$ cat src/rtl/controlador_terminais.sv
// Round-robin grant controller for two terminals with hold timeout and a one-cycle release gap.
// Optional per-terminal completion counters (SERV1/SERV2) are built when SERVICE_COUNT_EN is defined.
module controlador_terminais #(
  parameter int HOLD_CYCLES = 8,
  parameter int CNT_W       = 4
) (
  input  logic       CLK,
  input  logic       RST_N,
  input  logic       EN1,
  input  logic       EN2,
  input  logic       REQ1,
  input  logic       REQ2,
  input  logic       DONE1,
  input  logic       DONE2,
  output logic       GNT1,
  output logic       GNT2,
  output logic       BUSY,
  output logic       TIMEOUT,
  output logic       LAST
`ifdef SERVICE_COUNT_EN
  ,
  output logic [7:0] SERV1,
  output logic [7:0] SERV2
`endif
);

  typedef enum logic [1:0] {IDLE, GRANT1, GRANT2, RELEASE} state_t;

  localparam logic [CNT_W-1:0] HOLD_INIT = CNT_W'(HOLD_CYCLES);
  localparam logic [CNT_W-1:0] CNT_ONE   = CNT_W'(1);

  state_t           state_q;
  logic             gnt1_q, gnt2_q, busy_q, timeout_q, last_q;
  logic [CNT_W-1:0] cnt_q;
  logic             c1, c2;

`ifdef SERVICE_COUNT_EN
  logic [7:0] serv1_q, serv2_q;

  function automatic logic [7:0] sat_inc(input logic [7:0] v);
    return (v == 8'hFF) ? v : v + 8'd1;
  endfunction
`endif

  assign c1 = REQ1 & EN1;
  assign c2 = REQ2 & EN2;

  always_ff @(posedge CLK or negedge RST_N) begin
    if (!RST_N) begin
      state_q   <= IDLE;
      gnt1_q    <= 1'b0;
      gnt2_q    <= 1'b0;
      busy_q    <= 1'b0;
      timeout_q <= 1'b0;
      last_q    <= 1'b1;
      cnt_q     <= '0;
`ifdef SERVICE_COUNT_EN
      serv1_q   <= 8'd0;
      serv2_q   <= 8'd0;
`endif
    end else begin
      timeout_q <= 1'b0;
      case (state_q)
        IDLE: begin
          // On a tie, the terminal not served last wins.
          if (c1 && (!c2 || last_q)) begin
            state_q <= GRANT1;
            gnt1_q  <= 1'b1;
            busy_q  <= 1'b1;
            cnt_q   <= HOLD_INIT;
            last_q  <= 1'b0;
          end else if (c2) begin
            state_q <= GRANT2;
            gnt2_q  <= 1'b1;
            busy_q  <= 1'b1;
            cnt_q   <= HOLD_INIT;
            last_q  <= 1'b1;
          end
        end
        GRANT1: begin
          if (DONE1 || !c1 || cnt_q == CNT_ONE) begin
            state_q   <= RELEASE;
            gnt1_q    <= 1'b0;
            timeout_q <= !DONE1 && c1;
`ifdef SERVICE_COUNT_EN
            if (DONE1) serv1_q <= sat_inc(serv1_q);
`endif
          end else begin
            cnt_q <= cnt_q - CNT_ONE;
          end
        end
        GRANT2: begin
          if (DONE2 || !c2 || cnt_q == CNT_ONE) begin
            state_q   <= RELEASE;
            gnt2_q    <= 1'b0;
            timeout_q <= !DONE2 && c2;
`ifdef SERVICE_COUNT_EN
            if (DONE2) serv2_q <= sat_inc(serv2_q);
`endif
          end else begin
            cnt_q <= cnt_q - CNT_ONE;
          end
        end
        RELEASE: begin
          state_q <= IDLE;
          busy_q  <= 1'b0;
        end
        default: begin
          state_q <= IDLE;
          gnt1_q  <= 1'b0;
          gnt2_q  <= 1'b0;
          busy_q  <= 1'b0;
        end
      endcase
    end
  end

  assign GNT1    = gnt1_q;
  assign GNT2    = gnt2_q;
  assign BUSY    = busy_q;
  assign TIMEOUT = timeout_q;
  assign LAST    = last_q;
`ifdef SERVICE_COUNT_EN
  assign SERV1   = serv1_q;
  assign SERV2   = serv2_q;
`endif

endmodule

$ cat config.mk
export PLATFORM = sky130hd
export DESIGN_NAME = controlador_terminais
export DESIGN_NICKNAME = d
export VERILOG_FILES = /design/src/rtl/controlador_terminais.sv
export SDC_FILE = /design/constraint.sdc
export NUM_CORES = 1
export LEC_CHECK = 0
export ABC_AREA = 1
export CAP_MARGIN = 20
export CORE_MARGIN = 2
export CORE_UTILIZATION = 58
export CTS_BUF_LIST = sky130_fd_sc_hd__clkbuf_4
export CTS_CLUSTER_DIAMETER = 50
export DETAILED_ROUTE_END_ITERATION = 10
export GPL_TIMING_DRIVEN = 0
export PLACE_DENSITY = 0.92
export SYNTH_ARGS = -nofsm -noshare
export SYNTH_HDL_FRONTEND = slang
export SYNTH_SLANG_ARGS = --single-unit
$ cat constraint.sdc
create_clock -name CLK -period 2.5 [get_ports CLK]
set_input_delay 0.375 -clock CLK [delete_from_list [all_inputs] [get_ports CLK]]
set_output_delay 0.375 -clock CLK [all_outputs]
set_load 0.01 [all_outputs]
==> impl_metrics.yaml, run 1 <==
run_status:
  status: "finished, final reports clean"
route:
  dr.pass1.iters: 4
  first_iter_violations: 18
  drc_errors: 0
  post_drt_wl_per_cell_um: 12.1
  antenna_left: 0
  routed_wl_mm: 1.73
  via_count: 762
  vias_per_cell: 5.37
logic_synthesis:
  syn_area_sq_um: 816
  yosysUniqueCellTypes: 19
  seq_area_frac_synth_pct: 33.9
  synth_fp_nets: 126
  synth_cells: 111
  synth_top_family_by_area: "simple AND/OR/NAND/NOR gates"
  yosys_warnings: 0
  synthAdderAreaFrac_pct: 10.7
  synth_area_per_cell_sq_um: 7.35
  synth.area.mux_share_pct: 0
  yosys.area_share.xor_xnor_pct: 0
  synth-seq-cells: 11
  synthSimpleGateAreaFrac_pct: 44.6
  synth-compound-area-share_pct: 2.61
timing:
  finalHoldViolations: 0
  fin_ws_ns: 0.787
  setup_tns_ns: 0
  rsz0062_at_grt: "false"
  setup_viol: 0
  post-route-min-period_ns: 1.71
  fin_worst_skew_ns: 0.0106
  period_share_pct: 68.5
  relSlewSlack_pct: 66.5
  tightestPinTransition_ns: 0.501
  maxSlewViolCount: 0
  clock.fmax_mhz: 584
final_layout:
  drive_above_1_share_pct: 17.3
  syn_to_final_growth_pct: 20.7
  final_net_count: 143
  num_antenna_cells: 0
  mostFrequentLayoutCells: "nand2_1, inv_1, clkdlybuf4s50_1"
  multi_input_area_sq_um: 473
  instances_no_fill: 142
  regArea_sq_um: 277
  fillers: 99
  layout_commonest_cell: "nand2_1"
die:
  die_w_um: 41.5
  die-area_sq_um: 1720
  chipHeight_um: 41.5
  initial_utilization_pct: 62.7
  core_sq_um: 1300
  row_count: 13
  io_pins: 13
critical_path:
  crit_path_max_incr_delay_ns: 0.54
  cp_num_buf_inv: 1
  startpoint_type: "register"
  cp-end-kind: "output pin"
  cp_data_arrival_time_ns: 1.34
  rrSetupSlack_ns: 1.08
  r2r_cells: 8
  required_ns: 2.12
  cp_num_cells: 1
  crit_slowest_cell: "dfstp_2"
  critPathMaxFanout: 2
  crit_path_cell_trace: "clkdlybuf4s50_1"
  crit_family: "flip-flops"
  crit_type: "reg -> out"
global_route:
  grt_max_degree: 12
  grt_usage_pct: 22.8
  gr-usage-met2_pct: 37.5
  grt_use_met3_pct: 5.65
  grt_util_met1_pct: 27.0
  antenna_found_initial: 0
  busiest_layer: "met2"
  overflow: 0
  grt_pass1_wl_mm: 3.02
  grt_pass1_vias: 737
place:
  dpl.cell_count: 138
  pre_cts_ws_ns: 0.894
  hpwl_mm: 1.33
  place_congestion: 0.828
  io_buffers: 12
clocking:
  cts_tree: "yes"
  postCtsHoldBufs: 0
  cts_buffers: 3
  clock_sinks: 11
  clockRootBuffer: "clkbuf_4"
  post_cts.repair.setup_buffers: 0
  path_clk_slew_ns: 0.08
  worstSkewPairLatency_ns: 0.28
  cts_resized: 0
  htreeDepth: 1
  cts.path.max_buffers: 2
run:
  drv_cap: 0
power:
  power_leakage_uw: 0.000516
  irDropWorstVdd_mv: 0.680
  finalPower_uw: 1250
  p_per_area_nw_per_um2: 1270
worst_hold_path:
  hp-class: "in -> async"
-- power by group --
part	switching [uW]	total, uW	leakage, uW	internal [uW]
Sequential	71.7	339	0.000135	267
Combinational	465	770	0.000363	305
Clock	64.2	137	0.0000184	72.9
-- cell families after synthesis --
kind of cell	Yosys count
and+or+nand+nor	72
adders and majority gates	7
AOI/OAI and AO/OA	4
buffers and inverters	17
DFF	11
-- metal layers --
layer  wire length (um)  up-vias
li1                   -      386
met1                709      350
met2                895       20
met3                 70        6
met4                 50        0
met5                  0        -
-- Yosys cell counts --
library cell	instances	share of area (%)
inv_2	3	1.4
ha_1	7	11
inv_1	13	6.0
o22ai_1	1	0.77
nand2_4	2	2.8
nand2_1	35	16
nand3_2	1	1.2
a21oi_1	1	0.61
nand3_4	2	4.3
o21ai_0	1	0.61
dfstp_2	1	3.2
o21ai_1	1	0.61
nor2_1	10	4.6
nand4_1	6	4.6
nand3_1	8	4.9
inv_4	1	0.77
nand2_2	6	4.6
nor2_2	2	1.5
dfrtp_1	10	31
-- flip-flops by register name (all words and copies together) (netlist names) --
name     count
TIMEOUT      1
GNT2         1
LAST         1
cnt_q        4
state_q      2
GNT1         1
BUSY         1
-- metrics by stage --
step	cell area (sq um)	util, %	hold WS [ns]
final	985	75.7	0.420
after global routing	985	75.7	0.477
after CTS	985	75.7	0.448
after detailed placement	955	73.4	0.470
after global placement	955	73.4	0.454
after floorplan	816	-	0.0794
-- final timing paths --
check / startpoint / endpoint
setup / recovery: LAST / LAST
hold / removal: RST_N / GNT1
setup reg to reg: state_q[0] / state_q[0]
hold reg to reg: GNT1 / GNT1
max in group asynchronous: RST_N / LAST
min in group CLK: GNT1 / GNT1
-- worst reg2reg max path: stages (launching register included) --
cell	delay, ns
dfrtp_1	0.43
inv_1	0.10
ha_1	0.28
nand4_1	0.16
nand2_1	0.13
nand2_2	0.07
nand2_1	0.08
nand2_1	0.05
nand2_1	0.06
-- area by class of cell --
cell class | instances | share of cell area [%]
clock buffer | 4 | 3.05
sequential | 11 | 28.1
timing repair buffer | 12 | 12.2
tap | 15 | 1.91
inverter | 17 | 6.73
multi-input combinational | 83 | 48.0
Note: power is estimated with default switching activity, not from simulation.
==> inputs of run 2 (changes only) <==
CORE_ASPECT_RATIO = 1.25   (was not set)
CORE_UTILIZATION = 49   (was 58)
PLACE_DENSITY = 0.84   (was 0.92)
clock period = 1.45 ns   (was 2.5 ns; I/O delays follow)
==> impl_metrics.yaml, run 2 (synthesized netlist as in run 1, its figures left out) <==
run_status:
  status: "finished, final reports clean"
final_layout:
  num_antenna_cells: 0
  regMostFlops: "cnt_q"
  largest_register_ffs: 4
  final_net_count: 143
  mostFrequentLayoutCells: "nand2_1, inv_1, clkdlybuf4s50_1"
  syn_to_final_growth_pct: 23.2
  final_area_sq_um: 1000
  drive_above_1_share_pct: 20.5
  layout_commonest_cell: "nand2_1"
  top_regs: "cnt_q x4, state_q x2"
timing:
  fin_ws_ns: 0.0625
  relSlewSlack_pct: 67.0
  tightestPinTransition_ns: 0.494
  period_share_pct: 95.7
  post-route-min-period_ns: 1.39
  fin_worst_skew_ns: 0.00223
  rsz0062_at_grt: "false"
  setup_tns_ns: 0
  maxSlewViolCount: 0
  setup_viol: 0
  clock.fmax_mhz: 721
  finalHoldViolations: 0
critical_path:
  critPathMaxFanout: 2
  startpoint_type: "register"
  crit_path_cell_trace: "clkdlybuf4s50_1"
  crit_family: "buffers and inverters"
  cp_data_arrival_time_ns: 1.17
  crit_slowest_cell: "clkdlybuf4s50_1"
  crit_type: "reg -> out"
  required_ns: 1.23
  cp-end-kind: "output pin"
  crit_path_max_incr_delay_ns: 0.54
  cp_num_buf_inv: 1
route:
  antenna_left: 0
  drc_errors: 0
  first_iter_violations: 17
  vias_per_cell: 5.19
  post_drt_wl_per_cell_um: 11.5
  dr.pass1.iters: 4
  via_count: 753
  routed_wl_mm: 1.66
global_route:
  grt_usage_pct: 18.8
  grt_max_degree: 12
  antenna_found_initial: 0
  grt_pass1_vias: 677
  grt_pass1_wl_mm: 2.64
  overflow: 0
die:
  chipHeight_um: 49.6
  initial_utilization_pct: 52.2
  die-area_sq_um: 2010
  die_w_um: 40.5
  io_pins: 13
  row_count: 16
  core_sq_um: 1560
place:
  place_congestion: 0.853
  io_buffers: 12
  pre_cts_ws_ns: 0.00565
  place_area_sq_um: 958
  hpwl_mm: 1.25
clocking:
  clock_sinks: 11
  htreeDepth: 1
  clockRootBuffer: "clkbuf_4"
  cts_buffers: 3
  cts.path.max_buffers: 2
  post_cts.repair.setup_buffers: 0
  cts_tree: "yes"
  worstSkewPairLatency_ns: 0.28
  path_clk_slew_ns: 0.07
power:
  clkPwrFrac_pct: 11.0
  intPower_uw: 1140
  p_switching_uw: 1020
  p_per_area_nw_per_um2: 2150
  sw_frac_of_total_pct: 47.4
  seqPwrFrac_pct: 27.2
  pwr-share-comb_pct: 61.9
  irDropWorstVdd_mv: 0.913
  power_leakage_uw: 0.000515
run:
  drv_cap: 0
worst_hold_path:
  hp-class: "in -> async"
==> run 2: cell count changes in the layout (fill, tap and decap cells not counted) <==
cell,delta
ha_4,+1
dfrtp_1,-2
clkdlybuf4s50_1,-1
ha_1,-2
dfrtp_2,+2
ha_2,+1
dlygate4sd2_1,+1
==> run 2: per-layer routing <==
| metal | wire (um) | part of all wire, % | global-route usage [%] |
|---|---|---|---|
| met5 | 0 | 0 | 0 |
| met2 | 867 | 52 | 31.5 |
| met1 | 673 | 40 | 21.1 |
| met4 | 45 | 2.7 | 10.6 |
| met3 | 76 | 4.6 | 2.70 |
==> run 2: per-stage QoR <==
step                total power [uW]  hold slack, ns  utilization [%]  cells
floorplan                       1530         -0.0781                -    111
finish                          2160           0.267             64.3    145
detailed placement              1880           0.462             61.4    141
global route                    2380           0.313             64.3    145
CTS                             2120           0.292             63.2    145
global placement                1830           0.457             61.4    141
==> run 2: worst paths after layout <==
path | start | end | cells past startpoint | slack (ns)
max | GNT2 | GNT2 | 1 | 0.06
min | RST_N | GNT2 | 1 | 0.27
max reg2reg | state_q[0] | state_q[0] | 7 | 0.09
min reg2reg | GNT1 | GNT1 | 2 | 0.47
max in group asynchronous | RST_N | state_q[1] | 1 | 0.82
min in group CLK | GNT1 | GNT1 | 2 | 0.47
==> run 2: layout make-up <==
cell class | count | area [sq um]
Fill cell | 143 | 557
Sequential cell | 11 | 279
Inverter | 17 | 66.3
Tap cell | 18 | 22.5
Multi-Input combinational cell | 83 | 488
Timing Repair Buffer | 12 | 119
Clock buffer | 4 | 30.0
==> run 2: power groups by stage <==
| stage | sequential (uW) | combinational (uW) | clock, uW |
|---|---|---|---|
| floorplan | 590 | 942 | 0 |
| global placement | 572 | 1260 | 0 |
| detailed placement | 581 | 1300 | 0 |
| CTS | 574 | 1300 | 246 |
| global route | 608 | 1510 | 262 |
| finish | 586 | 1330 | 236 |
==> run 2: timing repair <==
item / CTS / global route
resized for setup: 1 / 5
gates cloned: 0 / 0
endpoints found under the setup margin: 1 / 8
hold buffers: 0 / 0
==> inputs of run 3 (changes only) <==
CORE_ASPECT_RATIO = not set   (was 1.25)
CORE_UTILIZATION = 54   (was 49)
PLACE_DENSITY = 0.87   (was 0.84)
clock period = 1.5 ns   (was 1.45 ns; I/O delays follow)
==> impl_metrics.yaml, run 3 (synthesized netlist as in run 1, its figures left out) <==
final_layout:
  layout_commonest_cell: "nand2_1"
  fillers: 114
  mostFrequentLayoutCells: "nand2_1, inv_1, clkdlybuf4s50_1"
  num_antenna_cells: 0
  largest_register_ffs: 4
  multi_input_area_sq_um: 475
  top_regs: "cnt_q x4, state_q x2"
  drive_above_1_share_pct: 18.9
  regArea_sq_um: 278
  syn_to_final_growth_pct: 21.2
  final_net_count: 143
  regMostFlops: "cnt_q"
critical_path:
  crit_family: "buffers and inverters"
  r2r_cells: 8
  critPathMaxFanout: 2
  startpoint_type: "register"
  crit_type: "reg -> out"
  required_ns: 1.27
  cp_num_cells: 1
  crit_path_max_incr_delay_ns: 0.54
  rrSetupSlack_ns: 0.14
  cp_num_buf_inv: 1
  reg2reg_to: "cnt_q[0]"
  cp_data_arrival_time_ns: 1.18
  crit_path_cell_trace: "clkdlybuf4s50_1"
  reg2reg_from: "state_q[1]"
  crit_slowest_cell: "clkdlybuf4s50_1"
  cp-end-kind: "output pin"
die:
  core_sq_um: 1450
  die-area_sq_um: 1840
  row_count: 14
  die_w_um: 42.9
  chipHeight_um: 42.9
  io_pins: 13
  initial_utilization_pct: 56.1
timing:
  period_share_pct: 93.3
  finalHoldViolations: 0
  maxSlewViolCount: 0
  setup_tns_ns: 0
  fin_ws_ns: 0.0998
  tightestPinTransition_ns: 0.502
  relSlewSlack_pct: 66.4
  rsz0062_at_grt: "false"
  post-route-min-period_ns: 1.40
  clock.fmax_mhz: 714
  setup_viol: 0
  fin_worst_skew_ns: 0.0126
place:
  hpwl_mm: 1.23
  place_congestion: 0.805
  pre_cts_ws_ns: 0.0204
  io_buffers: 12
global_route:
  overflow: 0
  grt_max_degree: 12
  antenna_found_initial: 0
  grt_pass1_wl_mm: 2.90
  grt_pass1_vias: 725
  grt_usage_pct: 20.5
route:
  routed_wl_mm: 1.58
  vias_per_cell: 5.24
  first_iter_violations: 22
  antenna_left: 0
  via_count: 749
  dr.pass1.iters: 5
  post_drt_wl_per_cell_um: 11.1
  drc_errors: 0
power:
  irDropWorstVdd_mv: 1.12
  clkPwrFrac_pct: 11.5
  sw_frac_of_total_pct: 47.4
  p_per_area_nw_per_um2: 2060
  intPower_uw: 1070
  seqPwrFrac_pct: 27.7
  p_switching_uw: 967
  pwr-share-comb_pct: 60.8
  power_leakage_uw: 0.000515
worst_hold_path:
  hp-class: "in -> async"
clocking:
  cts_buffers: 3
  worstSkewPairLatency_ns: 0.28
  postCtsHoldBufs: 0
  htreeDepth: 1
  path_clk_slew_ns: 0.08
  post_cts.repair.setup_buffers: 0
  cts.path.max_buffers: 2
  clockRootBuffer: "clkbuf_4"
  clock_sinks: 11
  cts_tree: "yes"
run_status:
  status: "finished, final reports clean"
run:
  drv_cap: 0
run 3: per-layer routing:
metal / routed length [um] / part of all wire [%] / global-route usage (%)
met5: 0 / 0 / 0
met4: 17 / 1.1 / 9.38
met3: 50 / 3.2 / 2.55
met2: 786 / 50 / 32.7
met1: 727 / 46 / 27.3
run 3: worst max-delay path by stage:
stage | start | end | slack, ns
3_5_place_dp | EN2 | cnt_q[0] | 0.02
3_3_place_gp | REQ2 | cnt_q[0] | 0.04
5_1_grt | cnt_q[1] | GNT2 | 0.02
2_1_floorplan | state_q[0] | state_q[0] | 0.26
4_1_cts | GNT1 | GNT1 | 0.09
6_report | GNT1 | GNT1 | 0.1
run 3: cell type report:
class / instances / share of cell area (%)
inverters: 17 / 6.71
flip-flops and latches: 11 / 28.1
well taps: 16 / 2.03
repair buffers: 12 / 12.0
clock buffers: 4 / 3.04
multi-input cells: 83 / 48.1
run 3: per-stage QoR:
step	hold slack (ns)	power [uW]	cells	cell area, sq um	util, %
floorplan	-0.0706	1480	111	816	-
global placement	0.453	1760	139	956	65.7
global route	0.330	2240	143	988	68.0
detailed placement	0.457	1810	139	956	65.7
CTS	0.302	2040	143	985	67.7
finish	0.272	2040	143	988	68.0
run 3: repair_timing:
item | in CTS | in global routing
endpoints found under the setup margin | 1 | 3
gates resized for setup | 1 | 2
pin swaps | 0 | 0
run 3: power by group through the flow:
| stage | logic, uW | registers (uW) | clock network, uW |
|---|---|---|---|
| 2_1_floorplan | 911 | 570 | 0 |
| 3_3_place_gp | 1210 | 555 | 0 |
| 3_5_place_dp | 1240 | 566 | 0 |
| 4_1_cts | 1240 | 560 | 236 |
| 5_1_grt | 1410 | 586 | 246 |
| 6_report | 1240 | 564 | 234 |
